File: src/rtl/i2c_tx_arbiter.sv
// rtl/i2c_tx_arbiter.sv - shares the I2C slave TX byte path among N_REQ requesters (optional macro: I2C_ARB_FIXED_PRIO_EN)
module i2c_tx_arbiter #(
    parameter int N_REQ     = 4,
    parameter int MAX_BURST = 16,
    parameter int CNT_W     = 5
) (
    input  logic                 SCL,
    input  logic                 RST,
    input  logic [N_REQ-1:0]     req,
    input  logic [8*N_REQ-1:0]   req_data,
    input  logic                 tx_load,
    input  logic                 ack_valid,
    input  logic                 master_ack,
    input  logic                 stop_det,
    output logic [7:0]           data_in,
    output logic                 data_valid,
    output logic [N_REQ-1:0]     grant,
    output logic                 byte_done
);

    localparam int IDX_W = (N_REQ > 1) ? $clog2(N_REQ) : 1;
    localparam logic [CNT_W-1:0] BURST_LAST = (MAX_BURST > 0) ? CNT_W'(MAX_BURST - 1) : '0;

    typedef enum logic [1:0] {
        IDLE     = 2'd0,
        LOAD     = 2'd1,
        WAIT_ACK = 2'd2,
        RELEASE  = 2'd3
    } state_t;

    state_t             state, state_n;
    logic [IDX_W-1:0]   owner, owner_n;
    logic [CNT_W-1:0]   burst_cnt, burst_cnt_n;
    logic [7:0]         data_in_n;
    logic               data_valid_n;
    logic [N_REQ-1:0]   grant_n;
    logic               byte_done_n;

    logic [IDX_W-1:0]   search_start;
    logic [IDX_W-1:0]   win_idx;
    logic               win_found;
    logic [IDX_W:0]     cand;
    logic               burst_more;

`ifdef I2C_ARB_FIXED_PRIO_EN
    // Fixed priority: the search always begins at requester 0.
    assign search_start = '0;
`else
    logic [IDX_W-1:0]   rr_ptr, rr_ptr_n;
    logic [IDX_W-1:0]   next_ptr;

    assign search_start = rr_ptr;
    assign next_ptr     = (owner == IDX_W'(N_REQ - 1)) ? '0 : owner + 1'b1;
`endif

    // Another byte may follow only while the burst counter is below the limit.
    assign burst_more = (MAX_BURST == 0) || (burst_cnt < BURST_LAST);

    // Selects byte idx out of the packed requester data bus.
    function automatic logic [7:0] byte_of(input logic [IDX_W-1:0] idx,
                                           input logic [8*N_REQ-1:0] bus);
        byte_of = 8'h00;
        for (int i = 0; i < N_REQ; i++) begin
            if (idx == IDX_W'(i)) byte_of = bus[8*i +: 8];
        end
    endfunction

    // Winner search: first active request at or after search_start, wrapping.
    always_comb begin
        win_found = 1'b0;
        win_idx   = '0;
        cand      = '0;
        for (int k = 0; k < N_REQ; k++) begin
            cand = {1'b0, search_start} + (IDX_W+1)'(k);
            if (cand >= (IDX_W+1)'(N_REQ)) cand = cand - (IDX_W+1)'(N_REQ);
            if (!win_found && req[cand[IDX_W-1:0]]) begin
                win_found = 1'b1;
                win_idx   = cand[IDX_W-1:0];
            end
        end
    end

    // Next-state and next-output logic; stop_det outranks tx_load and ack_valid.
    always_comb begin
        state_n      = state;
        owner_n      = owner;
        burst_cnt_n  = burst_cnt;
        data_in_n    = data_in;
        data_valid_n = data_valid;
        grant_n      = grant;
        byte_done_n  = 1'b0;
`ifndef I2C_ARB_FIXED_PRIO_EN
        rr_ptr_n     = rr_ptr;
`endif
        case (state)
            IDLE: begin
                if (win_found) begin
                    state_n          = LOAD;
                    owner_n          = win_idx;
                    grant_n          = '0;
                    grant_n[win_idx] = 1'b1;
                    data_in_n        = byte_of(win_idx, req_data);
                    data_valid_n     = 1'b1;
                    burst_cnt_n      = '0;
                end
            end
            LOAD: begin
                if (stop_det) begin
                    state_n      = RELEASE;
                    data_valid_n = 1'b0;
                    grant_n      = '0;
                end else if (tx_load) begin
                    state_n      = WAIT_ACK;
                    data_valid_n = 1'b0;
                end
            end
            WAIT_ACK: begin
                if (stop_det) begin
                    state_n      = RELEASE;
                    data_valid_n = 1'b0;
                    grant_n      = '0;
                end else if (ack_valid) begin
                    byte_done_n = 1'b1;
                    if (master_ack && req[owner] && burst_more) begin
                        state_n      = LOAD;
                        burst_cnt_n  = (burst_cnt == '1) ? burst_cnt : burst_cnt + 1'b1;
                        data_in_n    = byte_of(owner, req_data);
                        data_valid_n = 1'b1;
                    end else begin
                        state_n      = RELEASE;
                        data_valid_n = 1'b0;
                        grant_n      = '0;
                    end
                end
            end
            RELEASE: begin
                state_n      = IDLE;
                grant_n      = '0;
                data_valid_n = 1'b0;
`ifndef I2C_ARB_FIXED_PRIO_EN
                rr_ptr_n     = next_ptr;
`endif
            end
            default: begin
                state_n = IDLE;
            end
        endcase
    end

    // FSM state register.
    always_ff @(posedge SCL) begin
        if (!RST) state <= IDLE;
        else      state <= state_n;
    end

    // Registered outputs, owner and burst bookkeeping.
    always_ff @(posedge SCL) begin
        if (!RST) begin
            owner      <= '0;
            burst_cnt  <= '0;
            data_in    <= 8'h00;
            data_valid <= 1'b0;
            grant      <= '0;
            byte_done  <= 1'b0;
        end else begin
            owner      <= owner_n;
            burst_cnt  <= burst_cnt_n;
            data_in    <= data_in_n;
            data_valid <= data_valid_n;
            grant      <= grant_n;
            byte_done  <= byte_done_n;
        end
    end

`ifndef I2C_ARB_FIXED_PRIO_EN
    // Round-robin pointer, moved only when a grant is released.
    always_ff @(posedge SCL) begin
        if (!RST) rr_ptr <= '0;
        else      rr_ptr <= rr_ptr_n;
    end
`endif

endmodule

File: config.mk
export PLATFORM = sky130hd
export DESIGN_NAME = i2c_tx_arbiter
export DESIGN_NICKNAME = d
export VERILOG_FILES = /design/src/rtl/i2c_tx_arbiter.sv
export SDC_FILE = /design/constraint.sdc
export NUM_CORES = 1
export LEC_CHECK = 0
export CAP_MARGIN = 20
export CELL_PAD_IN_SITES_DETAIL_PLACEMENT = 0
export CELL_PAD_IN_SITES_GLOBAL_PLACEMENT = 1
export CORE_ASPECT_RATIO = 0.75
export CORE_MARGIN = 4
export CORE_UTILIZATION = 30
export CTS_CLUSTER_DIAMETER = 100
export DETAILED_ROUTE_END_ITERATION = 16
export PLACE_DENSITY = 0.83
export SLEW_MARGIN = 20
export SYNTH_ARGS = -nofsm -noshare
export SYNTH_HDL_FRONTEND = slang
export SYNTH_SLANG_ARGS = --single-unit
File: constraint.sdc
create_clock -name SCL -period 2 [get_ports SCL]
set_input_delay 0.3 -clock SCL [delete_from_list [all_inputs] [get_ports SCL]]
set_output_delay 0.3 -clock SCL [all_outputs]
set_load 0.02 [all_outputs]
==> summary.md, run 1 <==
| Metric | Value |
|---|---|
| Outcome | finished, final reports clean |
| Worst hold start | grant[3]$_SDFFE_PN0P_ |
| Post-Synthesis Cells | 234 |
| Crit path max fanout | 10 |
| Core Area | 5800 µm² |
| # setup viols final | 0 |
| I/O Buffers | 55 |
| Die Span X | 97.3 µm |
| Reg2reg path depth | 7 |
| VDD IR max | 0.000359 V |
| Site row count | 24 |
| P_leak | 1.07 nW |
| Share of cells above drive strength 1 | 19.8% |
| Drt wl/cell | 15.0 µm |
| Routed wire length | 5780 µm |
| CTS tree | yes |
| Initial antenna violation count | 0 |
| Number of synthesized flops with an enable pin | 0 |
| Crit path time final | 1.89 ns |
| Hold Crit Endpoint | grant[3]$_SDFFE_PN0P_ |
| Final hold vios | 0 |
| Syn_area_per_cell | 7.67 µm² |
| Vias in the first global route | 1844 |
| Clock sink total | 25 |
| Hold Path Stages | 2 |
| Reg2reg start | rr_ptr[1]$_SDFFE_PN0N_ |
| Seq cells post-synth | 25 |
| Register area share after synthesis | 27.9% |
| Yosys top cell area share | 27.9% |
| Die area | 7300 µm² |
| Pwr per Cell Area | 660 nW/µm² |
| Hold_buf cts | 0 |
| Min-Delay Path Class | reg2reg |
| Most common cell in the netlist | nand2_1 |
| Final setup skew | 0.00622 ns |
| Critical Path Start Type | input pin |
| FFs w/ async S/R, synth | 0% |
| CP max stage delay | 0.49 ns |
| DRT Pass-1 Iters | 4 |
| Final GP Congestion | 0.862 |
| Pwr Total | 1.82 mW |
| Clock buffer count from CTS | 3 |
| Top FF cell, synth | dfxtp_1 |
| Top cells by area, synth | dfxtp_1, o21ai_0, a21oi_1, nand2_1, ha_1 |
| Kind of cell adding the most delay to the critical path | buffers and inverters |
| Initial core utilization | 31.0% |
| Crit-path cells | clkdlybuf4s50_1 -> buf_4 -> a21oi_1 -> nor3_4 -> buf_12 -> mux2_2 -> a221oi_2 -> a31oi_1 |
| Final period util | 94.6% |
| Leading area contributor after synthesis | dfxtp_1 |
| Register clock-pin slew on the reported worst setup and hold paths | 0.10 ns |
| Top Ports | 56 |
| DR iter-0 viols | 123 |
| Largest net degree at the start of global routing | 18 |
| Gr usage total | 15.6% |
| Crit path buf inv count | 3 |
| DPL Wire Length | 4280 µm |
| CTS Buffer Depth | 2 |
| RSZ-0062 raised after global routing | no |
| Relative max-transition margin | 68.6% |
| Root buffer cell | clkbuf_8 |
| Cells after DPL | 380 |
| Yosys cell types | 47 |
| Final #Nets | 357 |
| Fmax | 0.528 GHz |
| Critical path class | in2reg |
| Clk_lat worst skew | 0.28 ns |
| Reg2reg setup slack | 0.13 ns |
| Slew Viols, Final | 0 |
| Non-Filler Instances | 386 |
| Slowest stage cell, crit path | clkdlybuf4s50_1 |
| Max-cap violations | 0 |
| Commonest cells post-synth | nand2_1, dfxtp_1, o21ai_0 |
| Post-DRT Antenna Nets | 0 |
| Mapped Area | 1800 µm² |
| Htree depth | 1 |
| WP data required | 2.17 ns |
| CP endpoint kind | flip-flop |
| Post-layout util | 47.5% |
| Mapped Nets | 282 |
| ANT cells | 0 |
| R2R Path End | data_in[0]$_SDFFE_PN0P_ |
| Worst-Margin Slew | 0.469 ns |
| Syn. warnings | 0 |
| Die H | 75 µm |
| DR vias | 1960 |
| Data arrival, critical path | 2.06 ns |
| Post-route DRC | 0 |
| First-pass GRT wire length | 9290 µm |
| Total grt overflow | 0 |
| Average via count per standard cell | 5.08 |
| P&R area growth vs syn | 53.4% |
-- kinds of logic (layout without fill, tap and decap cells) --
logic type / after synthesis / count (layout) / synth area share (%)
compound gates: 86 / 86 / 30.3
flops: 25 / 25 / 27.9
mux: 12 / 12 / 7.94
buf+inv: 29 / 103 / 6.48
xor+xnor: 1 / 1 / 0.488
fa+ha+maj: 6 / 6 / 4.18
simple gates: 75 / 75 / 22.7
-- how the worst max path moves through the flow --
stage	startpoint	cells after the start	slack, ns	end
after floorplan	rr_ptr[1]$_SDFFE_PN0N_	7	0.08	data_in[2]$_SDFFE_PN0P_
after global placement	req[0]	8	-0.30	data_in[7]$_SDFFE_PN0P_
after detailed placement	req[0]	7	-0.34	data_in[7]$_SDFFE_PN0P_
after CTS	req[1]	8	-0.0005	data_in[7]$_SDFFE_PN0P_
after global routing	req[1]	9	0.02	burst_cnt[0]$_SDFFE_PN0P_
final	req[1]	8	0.11	data_in[0]$_SDFFE_PN0P_
-- per-stage QoR --
stage          area (µm²)  setup WS [ns]  setup TNS, ns  hold WS, ns
2_1_floorplan        1800         0.0836              0        0.377
5_1_grt              2750         0.0166              0        0.496
3_5_place_dp         2620         -0.344          -4.44        0.446
6_report             2750          0.108              0        0.469
3_3_place_gp         2620         -0.297          -3.94        0.453
4_1_cts              2680      -0.000528      -0.000528        0.470
-- layout by cell type, fill, tap and decap left out, types with 5 or more instances in the layout --
master           synthesis  routed
dfxtp_1                 25      23
nor2_1                  15      14
o21ai_0                 22      22
a21oi_1                 21      21
inv_1                   14      14
a22oi_1                  8       8
a31oi_1                  9       9
buf_4                    1      27
nor2b_1                  6       6
a221oi_1                 8       5
nand2_1                 26      26
mux2_1                   5       5
ha_1                     6       5
clkdlybuf4s50_1          0      52
-- per-layer routing --
| layer | GRT usage (%) | wire length, µm | vias up |
|---|---|---|---|
| li1 | - | - | 1003 |
| met1 | 22.5 | 2840 | 885 |
| met2 | 24.2 | 2470 | 68 |
| met3 | 4.07 | 445 | 4 |
| met4 | 2.30 | 33 | 0 |
| met5 | 0 | 0 | - |
-- where the power goes --
part / total, mW / switching (mW) / internal, mW
sequential: 0.611 / 0.0510 / 0.560
clock: 0.338 / 0.191 / 0.147
combinational: 0.868 / 0.425 / 0.443
total: 1.82 / 0.667 / 1.15
-- sequential cells by signal, summed over array words and instances (netlist names) --
| signal | cells |
|---|---|
| data_in | 8 |
| burst_cnt | 5 |
| grant | 4 |
| owner | 2 |
| rr_ptr | 2 |
| state | 2 |
| byte_done | 1 |
| data_valid | 1 |
-- tightest hold or removal path, delay by kind of cell (launching register included) --
kind | cells | cell delay, ns
DFF | 1 | 0.33
AOI/OAI and AO/OA | 1 | 0.05
buffers and inverters | 1 | 0.05
-- what timing repair did --
item                                    4_1_cts  5_1_grt
resized for setup                             4       13
buffers inserted                              0        2
endpoints found under the hold margin         0        0
endpoints found under the setup margin        8       17
-- area by class of cell --
class	instances	area, µm²
fillers	545	3040
multi-input cells	180	1230
repair buffers	85	817
flip-flops and latches	25	503
well taps	78	97.6
inverters	14	52.6
clock buffers	3	41.3
clock inverters	1	8.76
Power figures use the tool's default switching activity.
==> inputs of run 2 (changes only) <==
==> constraint.sdc (replaced) <==
create_clock -name SCL -period 2 [get_ports SCL]
set_input_delay 0.5 -clock SCL [delete_from_list [all_inputs] [get_ports SCL]]
set_output_delay 0.5 -clock SCL [all_outputs]
set_load 0.02 [all_outputs]
==> summary.md, run 2 (synthesis gave the netlist of run 1 again) <==
| Metric | Value |
|---|---|
| Outcome | finished, final reports clean |
| Worst hold start | grant[1]$_SDFFE_PN0P_ |
| # setup viols final | 0 (unchanged) |
| Register share of total power | 34.4% (+0.8 points) |
| Logic pwr share | 47.0% (-0.8 points) |
| Max-cap violations | 0 (unchanged) |
| Setup TNS | 0 ns (unchanged) |
| Data arrival, critical path | 2.06 ns (about the same) |
| Internal Power | 1.11 mW (-3.5%) |
| CTS Buffer Depth | 2 (unchanged) |
| Final period util | 95.1% (+0.44 points) |
| Finished Cell Area | 2740 µm² (-0.41%) |
| I/O Buffers | 55 (unchanged) |
| Clock power frac | 18.6% (about the same) |
| DR iter-0 viols | 131 (+6.5%) |
| P_leak | 1.05 nW (-2.4%) |
| Final #Nets | 354 (-0.84%) |
| Slowest stage cell, crit path | dfxtp_2 |
| Clk_lat worst skew | 0.28 ns (about the same) |
| Core Area | 5800 µm² (unchanged) |
| P&R area growth vs syn | 52.8% |
| Clock sink total | 25 (unchanged) |
| Vias in the first global route | 1949 (+5.7%) |
| Largest net degree at the start of global routing | 28 (+10) |
| Filler cells | 551 (+1.1%) |
| Slew Viols, Final | 0 (unchanged) |
| Max reg flops | 8 (unchanged) |
| Final GP Congestion | 0.839 (-2.7%) |
| Commonest non-fill, non-tap cell in the layout | clkdlybuf4s50_1 |
| WP data required | 2.16 ns (about the same) |
| CP endpoint kind | flip-flop |
| CTS tree | yes |
| Drt wl/cell | 15.9 µm (+6.2%) |
| Top Ports | 56 (unchanged) |
| Min-Delay Path Class | reg2reg |
| DPL Wire Length | 4120 µm (-3.8%) |
| Worst Setup SP | rr_ptr[1]$_SDFFE_PN0N_ |
| Site row count | 24 (unchanged) |
| Initial core utilization | 31.0% (unchanged) |
| Average via count per standard cell | 5.19 (+2.1%) |
| ANT cells | 0 (unchanged) |
| Gr usage total | 16.7% (+1.1 points) |
| Placed cell areas | 2570 µm² (-1.6%) |
| Post-route DRC | 0 (unchanged) |
| Final setup skew | 0.00172 ns (-0.00450 ns) |
| Critical Path Start Type | flip-flop |
| Die Span X | 97.3 µm (unchanged) |
| Die area | 7300 µm² (unchanged) |
| Sw Pwr | 0.675 mW (+1.1%) |
| Reg2reg start | rr_ptr[1]$_SDFFE_PN0N_ |
| Worst-Margin Slew | 0.520 ns (+0.0513 ns) |
| Relative max-transition margin | 65.3% (-3.3 points) |
| Cells after DPL | 376 (-1.1%) |
| Htree depth | 1 (unchanged) |
| Register clock-pin slew on the reported worst setup and hold paths | 0.10 ns (about the same) |
| Routed wire length | 6090 µm (+5.4%) |
| Most frequent cells in the layout | clkdlybuf4s50_1, nand2_1, dfxtp_1 |
| DR vias | 1986 (+1.3%) |
| Multi-input logic area | 1270 µm² (+3.3%) |
| Root buffer cell | clkbuf_8 |
| Pwr Total | 1.78 mW (-1.8%) |
| Fmax | 0.526 GHz (-0.47%) |
| Pwr per Cell Area | 651 nW/µm² (-1.4%) |
| FF+latch area | 503 µm² (unchanged) |
| Crit path max fanout | 4 (-6) |
| DRT Pass-1 Iters | 4 (unchanged) |
| Clock buffer count from CTS | 3 (unchanged) |
| Top reg by flops | data_in |
| Total grt overflow | 0 (unchanged) |
| Share of cells above drive strength 1 | 21.6% (+1.8 points) |
| Crit-path cells | nand2b_1 -> a21oi_2 -> nor3_4 -> clkbuf_16 -> mux2_1 -> a221oi_1 -> a31oi_1 |
| Post-DRT Antenna Nets | 0 (unchanged) |
| Switching share of power | 37.8% (+1.1 points) |
| VDD IR max | 0.000329 V (-8.5%) |
| Largest regs | data_in (8), burst_cnt (5), grant (4) |
| First-pass GRT wire length | 9760 µm (+5.0%) |
| Die H | 75 µm (unchanged) |
| CP max stage delay | 0.37 ns (-0.12 ns) |
| Initial antenna violation count | 0 (unchanged) |
| Hold_buf cts | 0 (unchanged) |
| Non-Filler Instances | 383 (-0.78%) |
| Critical path class | reg2reg |
| Final hold vios | 0 (unchanged) |
| Crit path time final | 1.90 ns (+0.00890 ns) |
[run 2: area by class of cell]
| cell class | instances | area share [%] |
|---|---|---|
| Inverter | 14 | 1.92 |
| Tap cell | 78 | 3.56 |
| Sequential cell | 25 | 18.3 |
| Timing Repair Buffer | 81 | 27.9 |
| Clock buffer | 3 | 1.51 |
| Clock inverter | 1 | 0.274 |
| Multi-Input combinational cell | 181 | 46.5 |
[run 2: timing repair]
item,4_1_cts,5_1_grt
pin swaps,2,10
setup endpoints to repair,20,20
gates cloned,1,1
gates resized for setup,11,26
setup buffers,0,1
[run 2: per-layer routing]
metal	global-route usage (%)	share of wire [%]
met3	3.80	6.9
met4	4.15	1.1
met5	0	0
met1	23.3	47
met2	26.5	45
[run 2: worst max-delay path: cells and delay by family (launching register included)]
| family | cells | cell delay [ns] |
|---|---|---|
| AND/OR/NAND/NOR | 2 | 0.44 |
| AO/OA/AOI/OAI | 3 | 0.43 |
| flip-flops | 1 | 0.37 |
| multiplexers | 1 | 0.32 |
| buffers and inverters | 1 | 0.21 |
[run 2: path summary, 6_finish.rpt]
kind | depth (start not counted) | slack, ns | endpoint
min reg2reg | 2 | 0.47 | grant[1]$_SDFFE_PN0P_
max reg2reg | 7 | 0.1 | data_in[3]$_SDFFE_PN0P_
max | 7 | 0.1 | data_in[3]$_SDFFE_PN0P_
min | 2 | 0.47 | grant[1]$_SDFFE_PN0P_
[run 2: metrics by stage]
step | setup slack, ns | utilization [%] | hold slack, ns
global placement | -0.571 | 44.4 | 0.444
floorplan | 0.0317 | - | 0.466
detailed placement | -0.658 | 44.4 | 0.452
global route | -0.00428 | 47.3 | 0.518
finish | 0.0987 | 47.3 | 0.473
CTS | 0.000807 | 45.8 | 0.474
[run 2: power groups by stage]
stage | Sequential (mW) | Clock, mW | Combinational [mW]
floorplan | 0.660 | 0 | 0.378
global placement | 0.624 | 0 | 0.759
detailed placement | 0.621 | 0 | 0.767
CTS | 0.612 | 0.335 | 0.796
global route | 0.622 | 0.361 | 0.919
finish | 0.614 | 0.332 | 0.838
